[src/rtl/alu_disp_pkg.sv]
// Shared types and constants for the ALU display scanner: FSM states, select codes,
// digit indices, the registered output bundle and the nibble/select decode helpers.
package alu_disp_pkg;

   localparam int unsigned SEL_W  = 3;
   localparam int unsigned NIB_W  = 4;
   localparam int unsigned DIG_W  = 2;
   localparam int unsigned DATA_W = 8;

   typedef enum logic [1:0] {
      MANUAL = 2'd0,
      BLANK  = 2'd1,
      HOLD   = 2'd2,
      SCAN   = 2'd3
   } disp_state_e;

   localparam logic [SEL_W-1:0] SEL_BLANK0 = SEL_W'(4);
   localparam logic [SEL_W-1:0] SEL_BLANK1 = SEL_W'(5);
   localparam logic [SEL_W-1:0] SEL_HOLD   = SEL_W'(6);
   localparam logic [SEL_W-1:0] SEL_SCAN   = SEL_W'(7);

   localparam logic [DIG_W-1:0] DIG_F_LO  = DIG_W'(0);
   localparam logic [DIG_W-1:0] DIG_F_HI  = DIG_W'(1);
   localparam logic [DIG_W-1:0] DIG_FL_LO = DIG_W'(2);
   localparam logic [DIG_W-1:0] DIG_FL_HI = DIG_W'(3);

   typedef struct packed {
      logic [NIB_W-1:0] nibble;
      logic             dp;
      logic             blank;
      logic [DIG_W-1:0] digit_idx;
   } disp_out_t;

   // Values 0..3 pick a digit directly; the upper codes select the special modes.
   function automatic disp_state_e sel_to_state(input logic [SEL_W-1:0] sel);
      disp_state_e st;
      st = MANUAL;
      if (sel == SEL_BLANK0 || sel == SEL_BLANK1) st = BLANK;
      else if (sel == SEL_HOLD)                   st = HOLD;
      else if (sel == SEL_SCAN)                   st = SCAN;
      return st;
   endfunction

   function automatic logic [NIB_W-1:0] digit_mux(input logic [DIG_W-1:0]  dig,
                                                 input logic [DATA_W-1:0] f_v,
                                                 input logic [DATA_W-1:0] flags_v);
      logic [NIB_W-1:0] nib;
      case (dig)
         DIG_F_LO:  nib = f_v[3:0];
         DIG_F_HI:  nib = f_v[7:4];
         DIG_FL_LO: nib = flags_v[3:0];
         default:   nib = flags_v[7:4];
      endcase
      return nib;
   endfunction

endpackage

[src/rtl/alu_disp_prescaler.sv]
// Free-running scan prescaler: tick marks the all-ones (wrap) cycle while run is high.
module alu_disp_prescaler #(
   parameter int unsigned W = 16
) (
   input  logic clk,
   input  logic rstb,
   input  logic ena,
   input  logic run,
   input  logic clr,
   output logic tick
);

   logic [W-1:0] cnt_q;
   logic [W-1:0] cnt_d;

   always_comb begin
      cnt_d = cnt_q;
      if (clr)      cnt_d = '0;
      else if (run) cnt_d = cnt_q + W'(1);
   end

   always_ff @(posedge clk or negedge rstb) begin
      if (!rstb)    cnt_q <= '0;
      else if (ena) cnt_q <= cnt_d;
   end

   assign tick = run && (cnt_q == {W{1'b1}});

endmodule

[src/rtl/alu_display_scanner.sv]
// Selects which ALU result/flag nibble drives the shared 7-seg decoder (manual, blank, hold, scan).
// Optional carry blink on c_out1 is enabled by defining ALU_DISP_CARRY_BLINK_EN.
module alu_display_scanner
   import alu_disp_pkg::*;
#(
   parameter int unsigned PRESCALE_W = 16
) (
   input  logic              clk,
   input  logic              rstb,
   input  logic              ena,
   input  logic [DATA_W-1:0] f,
   input  logic [DATA_W-1:0] flags,
   input  logic [SEL_W-1:0]  sel,
   output logic [NIB_W-1:0]  nibble,
   output logic              dp,
   output logic              blank,
   output logic [DIG_W-1:0]  digit_idx
);

   disp_state_e       state_q, state_d;
   logic [DATA_W-1:0] f_q, f_d;
   logic [DATA_W-1:0] flags_q, flags_d;
   disp_out_t         out_q, out_d;
   logic [DIG_W-1:0]  digit_d;
   logic              enter_scan;
   logic              presc_run;
   logic              presc_clr;
   logic              presc_tick;
`ifdef ALU_DISP_CARRY_BLINK_EN
   logic              blink_q, blink_d;
`endif

   alu_disp_prescaler #(
      .W (PRESCALE_W)
   ) u_presc (
      .clk  (clk),
      .rstb (rstb),
      .ena  (ena),
      .run  (presc_run),
      .clr  (presc_clr),
      .tick (presc_tick)
   );

   // Next state, shadow capture, prescaler control and output mux.
   always_comb begin
      state_d    = sel_to_state(sel);
      f_d        = f_q;
      flags_d    = flags_q;
      enter_scan = (state_d == SCAN) && (state_q != SCAN);
      digit_d    = out_q.digit_idx;

      if (state_d != HOLD) begin
         f_d     = f;
         flags_d = flags;
      end

`ifdef ALU_DISP_CARRY_BLINK_EN
      presc_clr = (state_d == BLANK) || enter_scan ||
                  ((state_d == MANUAL) && (state_q != MANUAL));
      presc_run = (state_d == state_q) && ((state_d == SCAN) || (state_d == MANUAL));
`else
      presc_clr = (state_d == BLANK) || (state_d == MANUAL) || enter_scan;
      presc_run = (state_d == SCAN) && (state_q == SCAN);
`endif

      case (state_d)
         MANUAL:  digit_d = sel[DIG_W-1:0];
         SCAN: begin
            if (enter_scan)      digit_d = DIG_F_LO;
            else if (presc_tick) digit_d = out_q.digit_idx + DIG_W'(1);
         end
         default: digit_d = out_q.digit_idx;
      endcase

      out_d.digit_idx = digit_d;
      out_d.dp        = digit_d[0];
      out_d.nibble    = (state_d == BLANK) ? '0 : digit_mux(digit_d, f_q, flags_q);
      out_d.blank     = (state_d == BLANK);

`ifdef ALU_DISP_CARRY_BLINK_EN
      // Phase flips once per full scan round (or per prescaler wrap in manual), cleared with c_out1.
      blink_d = blink_q;
      if (!flags_q[3]) begin
         blink_d = 1'b0;
      end else if (presc_tick &&
                   ((state_d == MANUAL) ||
                    ((state_d == SCAN) && (out_q.digit_idx == DIG_FL_HI)))) begin
         blink_d = ~blink_q;
      end
      out_d.blank = (state_d == BLANK) || blink_d;
`endif
   end

   always_ff @(posedge clk or negedge rstb) begin
      if (!rstb) begin
         state_q         <= MANUAL;
         f_q             <= '0;
         flags_q         <= '0;
         out_q.nibble    <= '0;
         out_q.dp        <= 1'b0;
         out_q.blank     <= 1'b1;
         out_q.digit_idx <= DIG_F_LO;
      end else if (ena) begin
         state_q <= state_d;
         f_q     <= f_d;
         flags_q <= flags_d;
         out_q   <= out_d;
      end
   end

`ifdef ALU_DISP_CARRY_BLINK_EN
   always_ff @(posedge clk or negedge rstb) begin
      if (!rstb)    blink_q <= 1'b0;
      else if (ena) blink_q <= blink_d;
   end
`endif

   assign nibble    = out_q.nibble;
   assign dp        = out_q.dp;
   assign blank     = out_q.blank;
   assign digit_idx = out_q.digit_idx;

endmodule

[config.mk]
export PLATFORM = sky130hd
export DESIGN_NAME = alu_display_scanner
export DESIGN_NICKNAME = d
export VERILOG_FILES = /design/src/rtl/alu_disp_pkg.sv /design/src/rtl/alu_disp_prescaler.sv /design/src/rtl/alu_display_scanner.sv
export SDC_FILE = /design/constraint.sdc
export NUM_CORES = 1
export LEC_CHECK = 0
export ABC_AREA = 1
export CORE_MARGIN = 2
export CORE_UTILIZATION = 48
export CTS_BUF_LIST = sky130_fd_sc_hd__clkbuf_16
export CTS_CLUSTER_SIZE = 12
export DETAILED_ROUTE_END_ITERATION = 8
export PLACE_DENSITY_LB_ADDON = 0.08
export SKIP_CTS_REPAIR_TIMING = 1
export SYNTH_ARGS = -nofsm -noshare
export SYNTH_HDL_FRONTEND = slang
export SYNTH_SLANG_ARGS = --single-unit
[constraint.sdc]
create_clock -name clk -period 2.3 [get_ports clk]
set_input_delay 0.46 -clock clk [delete_from_list [all_inputs] [get_ports clk]]
set_output_delay 0.46 -clock clk [all_outputs]
set_load 0.05 [all_outputs]
; Word level (Yosys, flattened, before mapping)
; Index checks and enable logic that the tools add are counted.
[word_totals]
word_cells = 43
reg_bits = 42
out_inout_bits = 8
in_bits = 22
[classes]
mux = 10
eq_ne = 12
add_sub_neg = 2
n_reduce_logical = 11
[op_table]
columns = operator, n
row1 = $mux W16, 2
row2 = $add A16 B1 Y16 const B, 1
row3 = $eq A16 B16 Y1 const B, 1
row4 = $eq A3 B3 Y1 const B, 4
row5 = $pmux W4 S3, 1
row6 = $mux W2, 5
row7 = $eq A2 B2 Y1 const B, 3
row8 = $eq A2 B1 Y1 const B, 2
row9 = $logic_not A2 Y1, 2
row10 = $mux W4, 1
row11 = $ne A2 B2 Y1 const B, 2
row12 = $pmux W2 S2, 1
row13 = $reduce_and A2 Y1, 2
row14 = $logic_and A1 B1 Y1, 3
row15 = $logic_or A1 B1 Y1, 3
row16 = $add A2 B1 Y2 const B, 1
row17 = $reduce_bool A2 Y1, 1

; Longest topological paths before layout
; Gate-level depths: netlist of the first run.
[logic_depth]
depth_word = 13
mapped_depth = 17
ltp_nobuf = 17

; Hierarchy
; A second synthesis of the first run with hierarchy kept.
[unflattened]
cells_unflattened = 268
area_unflattened_um2 = 2207.1
[by_module_without_submodules]
columns = mod, seq_area_each_um2, area_each_um2, cells_per_inst, n_inst
row1 = alu_display_scanner, 626.9, 1295.0, 146, 1
row2 = alu_disp_prescaler, 400.4, 912.1, 122, 1

; Worst setup path before layout of the first run
; Ideal clock, no wire load.
[synth_timing]
path_type = input-to-reg
start = input port sel[1]
end = register, netlist name nibble[0]
required_time_ps = 2182
slack_ps = 245
setup_time_ps = 118
arrival_time_ps = 1937
stages = 16
cell_sequence = inv_1 o21ai_0 inv_1 ha_1 nand3_1 nor2_1 nand3_1 nand2_1 nand2_1 nand2_1 nand2_4 nand3_4 o21ai_1 inv_1 nand2_1 nand2_1
[synth_between]
elab_chain_len = 13
[synth_rtl]
columns = element, line
row1 = from (decl), alu_display_scanner.sv:13  ; input logic [SEL_W-1:0] sel,
row2 = $eq A3 B3 Y1, alu_disp_pkg.sv:40  ; else if (sel == SEL_SCAN) st = SCAN;
row3 = $mux W2, alu_disp_pkg.sv:40
row4 = $mux W2, alu_disp_pkg.sv:39  ; else if (sel == SEL_HOLD) st = HOLD;
row5 = $mux W2 (*), alu_disp_pkg.sv:38  ; if (sel == SEL_BLANK0 || sel == SEL_BLANK1) st = BLANK;
row6 = net state_d[0], alu_display_scanner.sv:20  ; disp_state_e state_q, state_d;
row7 = $eq A2 B2 Y1, "alu_display_scanner.sv:49, alu_display_scanner.sv:63, alu_display_scanner.sv:66"
row8 = $logic_and A1 B1 Y1, alu_display_scanner.sv:63  ; presc_run = (state_d == SCAN) && (state_q == SCAN);
row9 = $logic_and A1 B1 Y1, alu_disp_prescaler.sv:27  ; assign tick = run && (cnt_q == {W{1'b1}});
row10 = $mux W2, alu_display_scanner.sv:70  ; else if (presc_tick) digit_d = out_q.digit_idx + DIG_W'(1);
row11 = $mux W2, alu_display_scanner.sv:69  ; if (enter_scan) digit_d = DIG_F_LO;
row12 = $pmux W2 S2, alu_display_scanner.sv:66  ; case (state_d)
row13 = "$eq A2 B2 Y1, or another cell as far along", alu_disp_pkg.sv:48  ; case (dig)
row14 = $pmux W4 S3, alu_disp_pkg.sv:48
row15 = $mux W4 (*), alu_display_scanner.sv:77  ; out_d.nibble = (state_d == BLANK) ? '0 : digit_mux(digit_d, f_q, flags_q);
; Mark *: on every way through the listed nets, which the timed path passes. The rest lies on a longest branch.
; A chain may end at the register's enable or synchronous reset.

; Worst setup path after layout of the first run
[layout_timing]
start = register, netlist name blank
end = output port blank
[layout_lines]
columns = element, line
row1 = to (decl), alu_display_scanner.sv:16  ; output logic blank,
; No word-level cell between the ends.

==> impl_results.md, run 1 <==
- Sequential cell area: 1030 sq um
- Total area of multi-input combinational cells: 995 sq um
- Final-report hold violation count: 0
- Worst Skew: 3.27 ps
- Cell at the root of the clock tree: sky130_fd_sc_hd__clkbuf_16
- Filler cell count: 392
- TritonCTS clock tree: built
- Number of different library cells in the post-synthesis netlist: 28
- Critical Path Source Type: flip-flop
- Status: completed
- Number of nets in the layout: 362
- Worst reg-to-reg setup slack: 410 ps
- DRC violations left: 0
- Number of clock sinks seen by CTS: 41
- Post-route clock period utilization: 89.3%
- Vias per std cell: 4.96
- Final core utilization: 66.9%
- Chain of cells forming the critical path: clkdlybuf4s50_1
- Net Switching: 0.597 mW
- Placement Rows: 24
- Routed Antenna Nets: 0
- Number of maximum-capacitance violations: 0
- Data required, critical path: 1840 ps
- Critical path type: reg -> out
- Portion of total power attributed to combinational logic: 24.4%
- Worst Path Arrival: 1590 ps
- Critical path's largest stage delay: 790 ps
- TritonCTS buffer count: 5
- Gpl congestion: 0.807
- Deepest clock path buffer count: 2
- Routed wire length: 4.58 mm
- First drt pass iteration count: 4
- Die width: 70.5 um
- Clock H-tree levels: 2
- Ports placed on the boundary: 30
- Fraction of layout instances using a drive strength above 1: 17.5%
- Sequential share of power: 42.6%
- Part of the total power dissipated in the clock network: 33.0%
- Proportion of total power due to net switching: 30.4%
- Endpoint of the worst-slack reg-to-reg timing path: nibble[2]
- Die Y-Extent: 70.5 um
- Bufs and invs on worst path: 1
- Vias: 1931
- Max-slew violations: 0
- Final setup violation count: 0
- RSZ-0062 raised after global routing: false
- Grt total ovfl: 0
- Clock-pin slew reported for the worst setup and hold paths after clock tree synthesis: 50 ps
- Maximum number of pins on one net before global-route repair: 42
- Worst Tran Pin Value: 520 ps
- HPWL reported at the end of detailed placement: 3.34 mm
- Synthesis Warnings: 0
- Average wire length per cell after detail routing: 11.8 um
- Core area: 4290 sq um
- Cell Count Post-Placement: 381
- Family with the most delay on the worst path: buffers and inverters
- Cell area after technology mapping: 2120 sq um
- Final min period: 2050 ps
- Post-synthesis to final-layout area growth: 35.2%
- Worst vdd ir: 0.489 mV
- Critical-path maximum fanout: 2
- Max Clock Freq: 487 MHz
- Total die area: 4970 sq um
- Number of cells on the worst reg-to-reg path: 14
- Initial antenna violation count: 0
- Net count after synthesis: 306
- Max_slew headroom: 65.3%
- Internal Pwr Total: 1.37 mW
- Overall Global Routing Usage: 20.3%
- Number of inserted diodes: 0
- Post-synthesis instance total: 280
- Synthesized area per cell: 7.59 sq um
- First-pass GRT wire length: 8.07 mm
- Number of DRC violations after detailed-routing iteration 0: 78
- Port Buffers: 29
- R2r startpoint: u_presc.cnt_q[0]
- Type of element capturing the critical path: output port
- Worst skew pair latency: 280 ps
- P per Cell Area: 684 nW/um^2
- Final cell count without fillers: 389
- Worst path slowest cell: sky130_fd_sc_hd__clkdlybuf4s50_1
- Min-Delay Path Class: in -> async
- Static Leakage: 1.50 nW
- Total of flip-flops plus latches after synthesis: 41
- Post-synthesis sequential area ratio: 48.4%
- Number of global-route vias before repair: 1862
- Initial Util: 49.5%
-- stage by stage --
stage	instance area, sq um	hold WS (ps)	setup WS [ps]	setup TNS [ps]	total power, mW
2_1_floorplan	2120	164	245	0	1.12
5_1_grt	2870	281	151	0	2.06
3_5_place_dp	2660	460	-490	-8190	1.31
4_1_cts	2800	257	-207	-2390	1.97
3_3_place_gp	2660	454	-459	-7310	1.30
6_report	2870	239	246	0	1.96
-- worst max path at each step --
stage	start	to	depth (start not counted)
after global routing	sel[2]	u_presc.cnt_q[11]	14
final	blank	blank	1
after detailed placement	sel[1]	nibble[2]	17
after floorplan	sel[1]	nibble[0]	16
after CTS	sel[1]	nibble[2]	17
after global placement	sel[1]	nibble[2]	17
-- sequential cells by signal, summed over array words and instances (netlist names) --
name           flops
flags_q            8
digit_idx          2
state_q            2
u_presc.cnt_q     16
f_q                8
nibble             4
blank              1
-- synthesized netlist by cell type (all sizes together) --
master	n	area share, %
nand3b	1	0.35
nor3	3	0.71
a31o	1	0.41
ha	4	2.4
o211ai	1	0.35
a21oi	9	2.1
o221a	2	1.1
nand2	106	20
dfrtp	40	47
o221ai	1	0.41
nand4	4	1.2
nor3b	1	0.35
inv	37	6.7
o21ai	17	4.0
buf	2	0.59
nand3	21	5.8
dfstp	1	1.2
a211oi	1	0.35
clkbuf	5	0.88
nor2	23	4.3
-- final cells by class --
type	instances	area share, %
Clock buffer	5	4.36
Clock inverter	3	0.392
Inverter	37	4.92
Multi-Input combinational cell	195	34.6
Sequential cell	41	35.8
Tap cell	52	2.26
Timing Repair Buffer	56	17.7
-- power groups by stage --
| stage | Clock, mW | Combinational (mW) | Sequential [mW] |
|---|---|---|---|
| floorplan | 0 | 0.197 | 0.921 |
| global placement | 0 | 0.460 | 0.844 |
| detailed placement | 0 | 0.465 | 0.847 |
| CTS | 0.670 | 0.469 | 0.835 |
| global route | 0.689 | 0.528 | 0.846 |
| finish | 0.648 | 0.478 | 0.837 |
-- cell usage in the layout (no fill, tap or decap), types with 2 or more instances in the layout --
cell type / netlist / final
sky130_fd_sc_hd__nand2_1: 101 / 98
sky130_fd_sc_hd__dfrtp_1: 40 / 40
sky130_fd_sc_hd__inv_1: 36 / 37
sky130_fd_sc_hd__buf_4: 1 / 26
sky130_fd_sc_hd__clkdlybuf4s50_1: 0 / 25
sky130_fd_sc_hd__nand3_1: 19 / 18
sky130_fd_sc_hd__nor2_1: 21 / 18
sky130_fd_sc_hd__o21ai_0: 12 / 11
sky130_fd_sc_hd__a21oi_1: 9 / 9
sky130_fd_sc_hd__nand2_2: 3 / 5
sky130_fd_sc_hd__clkbuf_16: 0 / 5
sky130_fd_sc_hd__nor2_2: 2 / 4
sky130_fd_sc_hd__o21ai_1: 5 / 4
sky130_fd_sc_hd__nand4_1: 4 / 4
sky130_fd_sc_hd__nor3_1: 3 / 3
sky130_fd_sc_hd__nand2_4: 2 / 3
sky130_fd_sc_hd__ha_1: 4 / 3
sky130_fd_sc_hd__dlymetal6s2s_1: 0 / 3
sky130_fd_sc_hd__o221a_2: 2 / 2
sky130_fd_sc_hd__nand3_4: 1 / 2
-- cells by family (layout without fill, tap and decap cells) --
group                      count (synthesis)  count (layout)  synth area share (%)
and+or+nand+nor                          159             159                  32.4
buffers and inverters                     44             101                  8.13
DFF                                       41              41                  48.4
AOI/OAI and AO/OA                         32              32                  8.72
adders and majority gates                  4               4                  2.36
-- metal layers --
metal  track usage [%]  vias up  share of wire [%]
met4              9.22        0                2.1
met3              3.13        7                3.2
li1                  -      994                  -
met5                 0        -                  0
met2              31.2       41                 45
met1              28.6      889                 49
No activity file was read; power rests on OpenSTA's default activity.
==> run 2, diff against run 1 <==
--- a/config.mk
+++ b/config.mk
@@ -11,6 +11,7 @@
 export CTS_BUF_LIST = sky130_fd_sc_hd__clkbuf_16
 export CTS_CLUSTER_SIZE = 12
 export DETAILED_ROUTE_END_ITERATION = 8
+export GPL_TIMING_DRIVEN = 0
 export PLACE_DENSITY_LB_ADDON = 0.08
 export SKIP_CTS_REPAIR_TIMING = 1
 export SYNTH_ARGS = -nofsm -noshare
==> constraint.sdc (replaced) <==
create_clock -name clk -period 2.1 [get_ports clk]
set_input_delay 0.42 -clock clk [delete_from_list [all_inputs] [get_ports clk]]
set_output_delay 0.42 -clock clk [all_outputs]
set_load 0.05 [all_outputs]
==> run 2 against run 1 <==
Net effect: register-to-register slack lost 240 ps; critical path depth grew 1; flip-flop and latch count is the same; clock power grew 11%; final area shrank 4.0%; worst setup slack lost 160 ps; die area is the same; cell count shrank 3.1%; critical endpoint is now digit_idx[0]; largest power group unchanged; highest routed layer unchanged.
==> impl_results.md, run 2 (same netlist as run 1, synthesis figures left out) <==
- Status: completed
- Placement Rows: 24
- Post-synthesis to final-layout area growth: 29.9%
- HPWL reported at the end of detailed placement: 3.19 mm
- Critical path type: reg -> out
- Worst vdd ir: 0.466 mV
- Worst Path Arrival: 1600 ps
- Routed Antenna Nets: 0
- Critical-path maximum fanout: 5
- Number of clock sinks seen by CTS: 41
- Ports placed on the boundary: 30
- Initial Util: 49.5%
- R2r startpoint: u_presc.cnt_q[0]
- Max-slew violations: 0
- Fraction of layout instances using a drive strength above 1: 13.5%
- Final core utilization: 64.2%
- Number of global-route vias before repair: 1749
- Initial antenna violation count: 0
- Worst skew pair latency: 280 ps
- Clock H-tree levels: 2
- First drt pass iteration count: 4
- Start point of the critical path: digit_idx[0]
- Number of maximum-capacitance violations: 0
- Min-Delay Path Class: in -> async
- Largest register FFs: 16
- Sequential cell area: 1030 sq um
- Vias: 1874
- Die width: 70.5 um
- Total area of multi-input combinational cells: 983 sq um
- Worst Tran Pin Value: 539 ps
- Commonest non-fill, non-tap cell in the layout: sky130_fd_sc_hd__nand2_1
- Grt total ovfl: 0
- Worst reg-to-reg setup slack: 170 ps
- Post-route clock period utilization: 96.0%
- Cell Count Post-Placement: 362
- Overall Global Routing Usage: 18.8%
- Port Buffers: 29
- Final cell count without fillers: 377
- P per Cell Area: 777 nW/um^2
- Filler cell count: 387
- Number of inserted diodes: 0
- Largest registers: u_presc.cnt_q (16), f_q (8), flags_q (8)
- Final min period: 2020 ps
- Average wire length per cell after detail routing: 11.8 um
- First-pass GRT wire length: 7.52 mm
- Final setup violation count: 0
- DRC violations left: 0
- Critical Path Source Type: flip-flop
- Static Leakage: 1.41 nW
- Deepest clock path buffer count: 2
- Max Clock Freq: 496 MHz
- Data required, critical path: 1680 ps
- Core area: 4290 sq um
- Cell at the root of the clock tree: sky130_fd_sc_hd__clkbuf_16
- Number of DRC violations after detailed-routing iteration 0: 53
- Routed wire length: 4.47 mm
- Die Y-Extent: 70.5 um
- Worst Skew: 5.37 ps
- Number of cells on the worst reg-to-reg path: 14
- TritonCTS buffer count: 5
- Maximum number of pins on one net before global-route repair: 22
- Final-report hold violation count: 0
- Max_slew headroom: 64.1%
- Number of nets in the layout: 350
- Endpoint of the worst-slack reg-to-reg timing path: nibble[1]
- Gpl congestion: 0.832
- Type of element capturing the critical path: output port
- TritonCTS clock tree: built
- Total die area: 4970 sq um
- Clock-pin slew reported for the worst setup and hold paths after clock tree synthesis: 60 ps
- Vias per std cell: 4.97
- Commonest cells after routing, fill and taps aside: sky130_fd_sc_hd__nand2_1 (101), sky130_fd_sc_hd__dfrtp_1 (40), sky130_fd_sc_hd__inv_1 (35)
- Reg with most FFs: u_presc.cnt_q
[run 2: changes by cell type in the layout (fill, tap and decap cells not counted), sizes merged]
cell    delta
clkinv     +2
clkbuf     +5
buf       -17
inv        -2
[run 2: report_power, final]
| group | switching, mW | total (mW) | internal (mW) | leakage [nW] |
|---|---|---|---|---|
| registers | 0.0524 | 0.916 | 0.864 | 0.530 |
| logic | 0.311 | 0.511 | 0.199 | 0.814 |
| clock network | 0.287 | 0.717 | 0.429 | 0.0687 |
| total | 0.651 | 2.14 | 1.49 | 1.41 |
[run 2: per-stage QoR]
| step | hold WS [ps] | instance area (sq um) | worst slack (ps) | power, mW | TNS, ps |
|---|---|---|---|---|---|
| after floorplan | 124 | 2120 | 85.3 | 1.22 | 0 |
| after global placement | 459 | 2480 | -899 | 1.39 | -42220 |
| after detailed placement | 439 | 2500 | -874 | 1.40 | -22460 |
| after CTS | 131 | 2640 | -594 | 2.13 | -12120 |
| after global routing | 153 | 2760 | -59.7 | 2.26 | -140 |
| final | 119 | 2760 | 84.1 | 2.14 | 0 |
[run 2: worst max-delay path, stage by stage (launching register included)]
cell and delay [ps]:
sky130_fd_sc_hd__dfrtp_1 410, sky130_fd_sc_hd__buf_4 130, sky130_fd_sc_hd__clkdlybuf4s50_1 780
[run 2: per-layer routing]
layer,GRT usage [%],part of all wire [%],vias up
met2,29.1,46,39
met3,4.99,4.3,5
met1,25.6,49,860
met5,0,0,-
met4,7.55,1.2,0
li1,-,-,970
[run 2: final cells by class]
| cell class | instances | area share [%] |
|---|---|---|
| timing repair buffer | 37 | 13.5 |
| inverter | 37 | 5.12 |
| sequential | 41 | 37.2 |
| multi-input combinational | 195 | 35.6 |
| clock inverter | 3 | 0.454 |
| buffer | 7 | 1.13 |
| clock buffer | 5 | 4.54 |
| tap | 52 | 2.36 |
[run 2: worst max-delay path by stage]
stage,to,slack [ps],cells past startpoint
4_1_cts,u_presc.cnt_q[12],-590,11
6_report,digit_idx[0],80,2
5_1_grt,nibble[1],-60,17
3_3_place_gp,u_presc.cnt_q[8],-900,11
2_1_floorplan,nibble[0],90,16
3_5_place_dp,u_presc.cnt_q[12],-870,11
==> run 3, diff against run 2 <==
--- a/config.mk
+++ b/config.mk
@@ -7,8 +7,7 @@
 export LEC_CHECK = 0
 export ABC_AREA = 1
 export CORE_MARGIN = 2
-export CORE_UTILIZATION = 48
-export CTS_BUF_LIST = sky130_fd_sc_hd__clkbuf_16
+export CORE_UTILIZATION = 47
 export CTS_CLUSTER_SIZE = 12
 export DETAILED_ROUTE_END_ITERATION = 8
 export GPL_TIMING_DRIVEN = 0
==> run 3 against run 2 <==
Net effect: non-clock buffer count grew 1; cell count increased by 0.27%; worst setup slack got worse by 15 ps; register-to-register slack improved by 50 ps; critical path depth stayed put; sequential share of layout area rose by 0.74 points; wire length fell by 0.13%; sequential power is 0.4% lower; clock skew rose by 9.9 ps; via count down 0.32%; first-iteration DRC count rose by 85%; highest routed layer unchanged.
==> impl_results.md, run 3 (same netlist as run 1, synthesis figures left out) <==
- First drt pass iteration count: 4
- TritonCTS clock tree: built
- Number of cells on the worst reg-to-reg path: 14
- Number of DRC violations after detailed-routing iteration 0: 98
- Core area: 4350 sq um
- Number of maximum-capacitance violations: 0
- Maximum number of pins on one net before global-route repair: 37
- Worst vdd ir: 0.381 mV
- Worst Path Arrival: 1610 ps
- Post-synthesis to final-layout area growth: 27.3%
- Endpoint with the worst hold slack: flags_q[2]
- Largest register FFs: 16
- Die Y-Extent: 71.2 um
- Number of nets in the layout: 351
- Bufs and invs on worst path: 2
- Vias per std cell: 4.94
- Ports placed on the boundary: 30
- Net Switching: 0.621 mW
- Fraction of layout instances using a drive strength above 1: 12.6%
- TritonCTS buffer count: 5
- Routed wire length: 4.46 mm
- Worst skew pair latency: 290 ps
- Placement Rows: 24
- Gpl congestion: 0.817
- Portion of total power attributed to combinational logic: 26.9%
- Proportion of total power due to net switching: 32.3%
- Hold wc startpoint: flags_q[2]
- Status: completed
- Post-route clock period utilization: 96.7%
- Critical Path Source Type: flip-flop
- Final setup violation count: 0
- Pre-CTS worst setup slack: -910 ps
- Number of global-route vias before repair: 1765
- Hold path depth: 2
- Final core utilization: 62.1%
- Worst Skew: 15.3 ps
- Critical-path maximum fanout: 5
- Min-Delay Path Class: reg -> reg
- Vias: 1868
- Initial antenna violation count: 0
- Total Power Consumption: 1.92 mW
- Reg with most FFs: u_presc.cnt_q
- Clock H-tree levels: 2
- Average wire length per cell after detail routing: 11.8 um
- Overall Global Routing Usage: 19.0%
- Part of the total power dissipated in the clock network: 25.7%
- Type of element capturing the critical path: output port
- Max-slew violations: 0
- HPWL reported at the end of detailed placement: 3.26 mm
- P per Cell Area: 711 nW/um^2
- Static Leakage: 1.39 nW
- Endpoint of the worst-slack reg-to-reg timing path: nibble[2]
- Max_slew headroom: 66.8%
- Internal Pwr Total: 1.30 mW
- Final min period: 2030 ps
- Max Clock Freq: 492 MHz
- DRC violations left: 0
- Sequential share of power: 47.4%
- Final Worst Setup Slack: 69.3 ps
- Number of inserted diodes: 0
- First-pass GRT wire length: 7.58 mm
- Commonest cells after routing, fill and taps aside: sky130_fd_sc_hd__nand2_1 (100), sky130_fd_sc_hd__dfrtp_1 (40), sky130_fd_sc_hd__inv_1 (35)
- Chain of cells forming the critical path: buf_4 -> clkdlybuf4s50_1
- R2r startpoint: u_presc.cnt_q[0]
- Critical path's largest stage delay: 780 ps
- Critical path type: reg -> out
- Clock-pin slew reported for the worst setup and hold paths after clock tree synthesis: 80 ps
- Cell area after placement: 2490 sq um
- Worst Tran Pin Value: 496 ps
- Commonest non-fill, non-tap cell in the layout: sky130_fd_sc_hd__nand2_1
- Grt total ovfl: 0
- Initial Util: 48.8%
- Deepest clock path buffer count: 2
- Non-Filler Cell Area, Final: 2710 sq um
- Total die area: 5070 sq um
- Final-report hold violation count: 0
- Largest registers: u_presc.cnt_q (16), f_q (8), flags_q (8)
- Data required, critical path: 1680 ps
- Worst path slowest cell: sky130_fd_sc_hd__clkdlybuf4s50_1
- Family with the most delay on the worst path: buffers and inverters
- Routed Antenna Nets: 0
- Cell at the root of the clock tree: sky130_fd_sc_hd__clkbuf_8
- Port Buffers: 29
- RSZ-0062 raised after global routing: true
- Number of clock sinks seen by CTS: 41
- Die width: 71.2 um
- Worst reg-to-reg setup slack: 220 ps
==> run 3: how the worst max path moves through the flow <==
stage,slack (ps),startpoint,endpoint,cells past startpoint
after floorplan,90,sel[1],nibble[0],16
after global placement,-920,sel[1],u_presc.cnt_q[8],11
after detailed placement,-910,sel[1],u_presc.cnt_q[8],11
after CTS,-620,sel[1],u_presc.cnt_q[8],11
after global routing,-20,sel[2],u_presc.cnt_q[14],14
final,70,digit_idx[0],digit_idx[0],2
==> run 3: layer usage <==
layer,global-route usage (%),up-vias,wire (um)
li1,-,968,-
met1,25.5,851,2170
met2,29.5,41,2040
met3,4.92,8,167
met4,7.55,0,78
met5,0,-,0
==> run 3: power groups by stage <==
stage | Combinational, mW | Clock [mW] | Sequential (mW)
final | 0.517 | 0.493 | 0.912
after global placement | 0.464 | 0 | 0.925
after CTS | 0.473 | 0.513 | 0.912
after floorplan | 0.216 | 0 | 1.01
after detailed placement | 0.472 | 0 | 0.927
after global routing | 0.574 | 0.547 | 0.920
==> run 3: worst reg2reg max path: cells and delay by family, from the launching register on <==
kind	cells	cell delay (ps)
adders and majority gates	1	190
buffers and inverters	3	350
DFF	1	360
and+or+nand+nor	10	870
==> run 3: stage by stage <==
step	hold WS (ps)	instances	setup TNS [ps]
floorplan	124	280	0
global route	497	378	-16.0
CTS	-49.4	370	-12550
finish	477	378	0
global placement	459	361	-42450
detailed placement	270	362	-23750
==> run 3: cell type report <==
class | count | area [sq um]
inverter | 37 | 141
multi-input combinational | 195 | 985
buffer | 7 | 31.3
timing repair buffer | 38 | 375
fill | 396 | 1650
clock buffer | 8 | 80.1
tap | 52 | 65.1
sequential | 41 | 1030
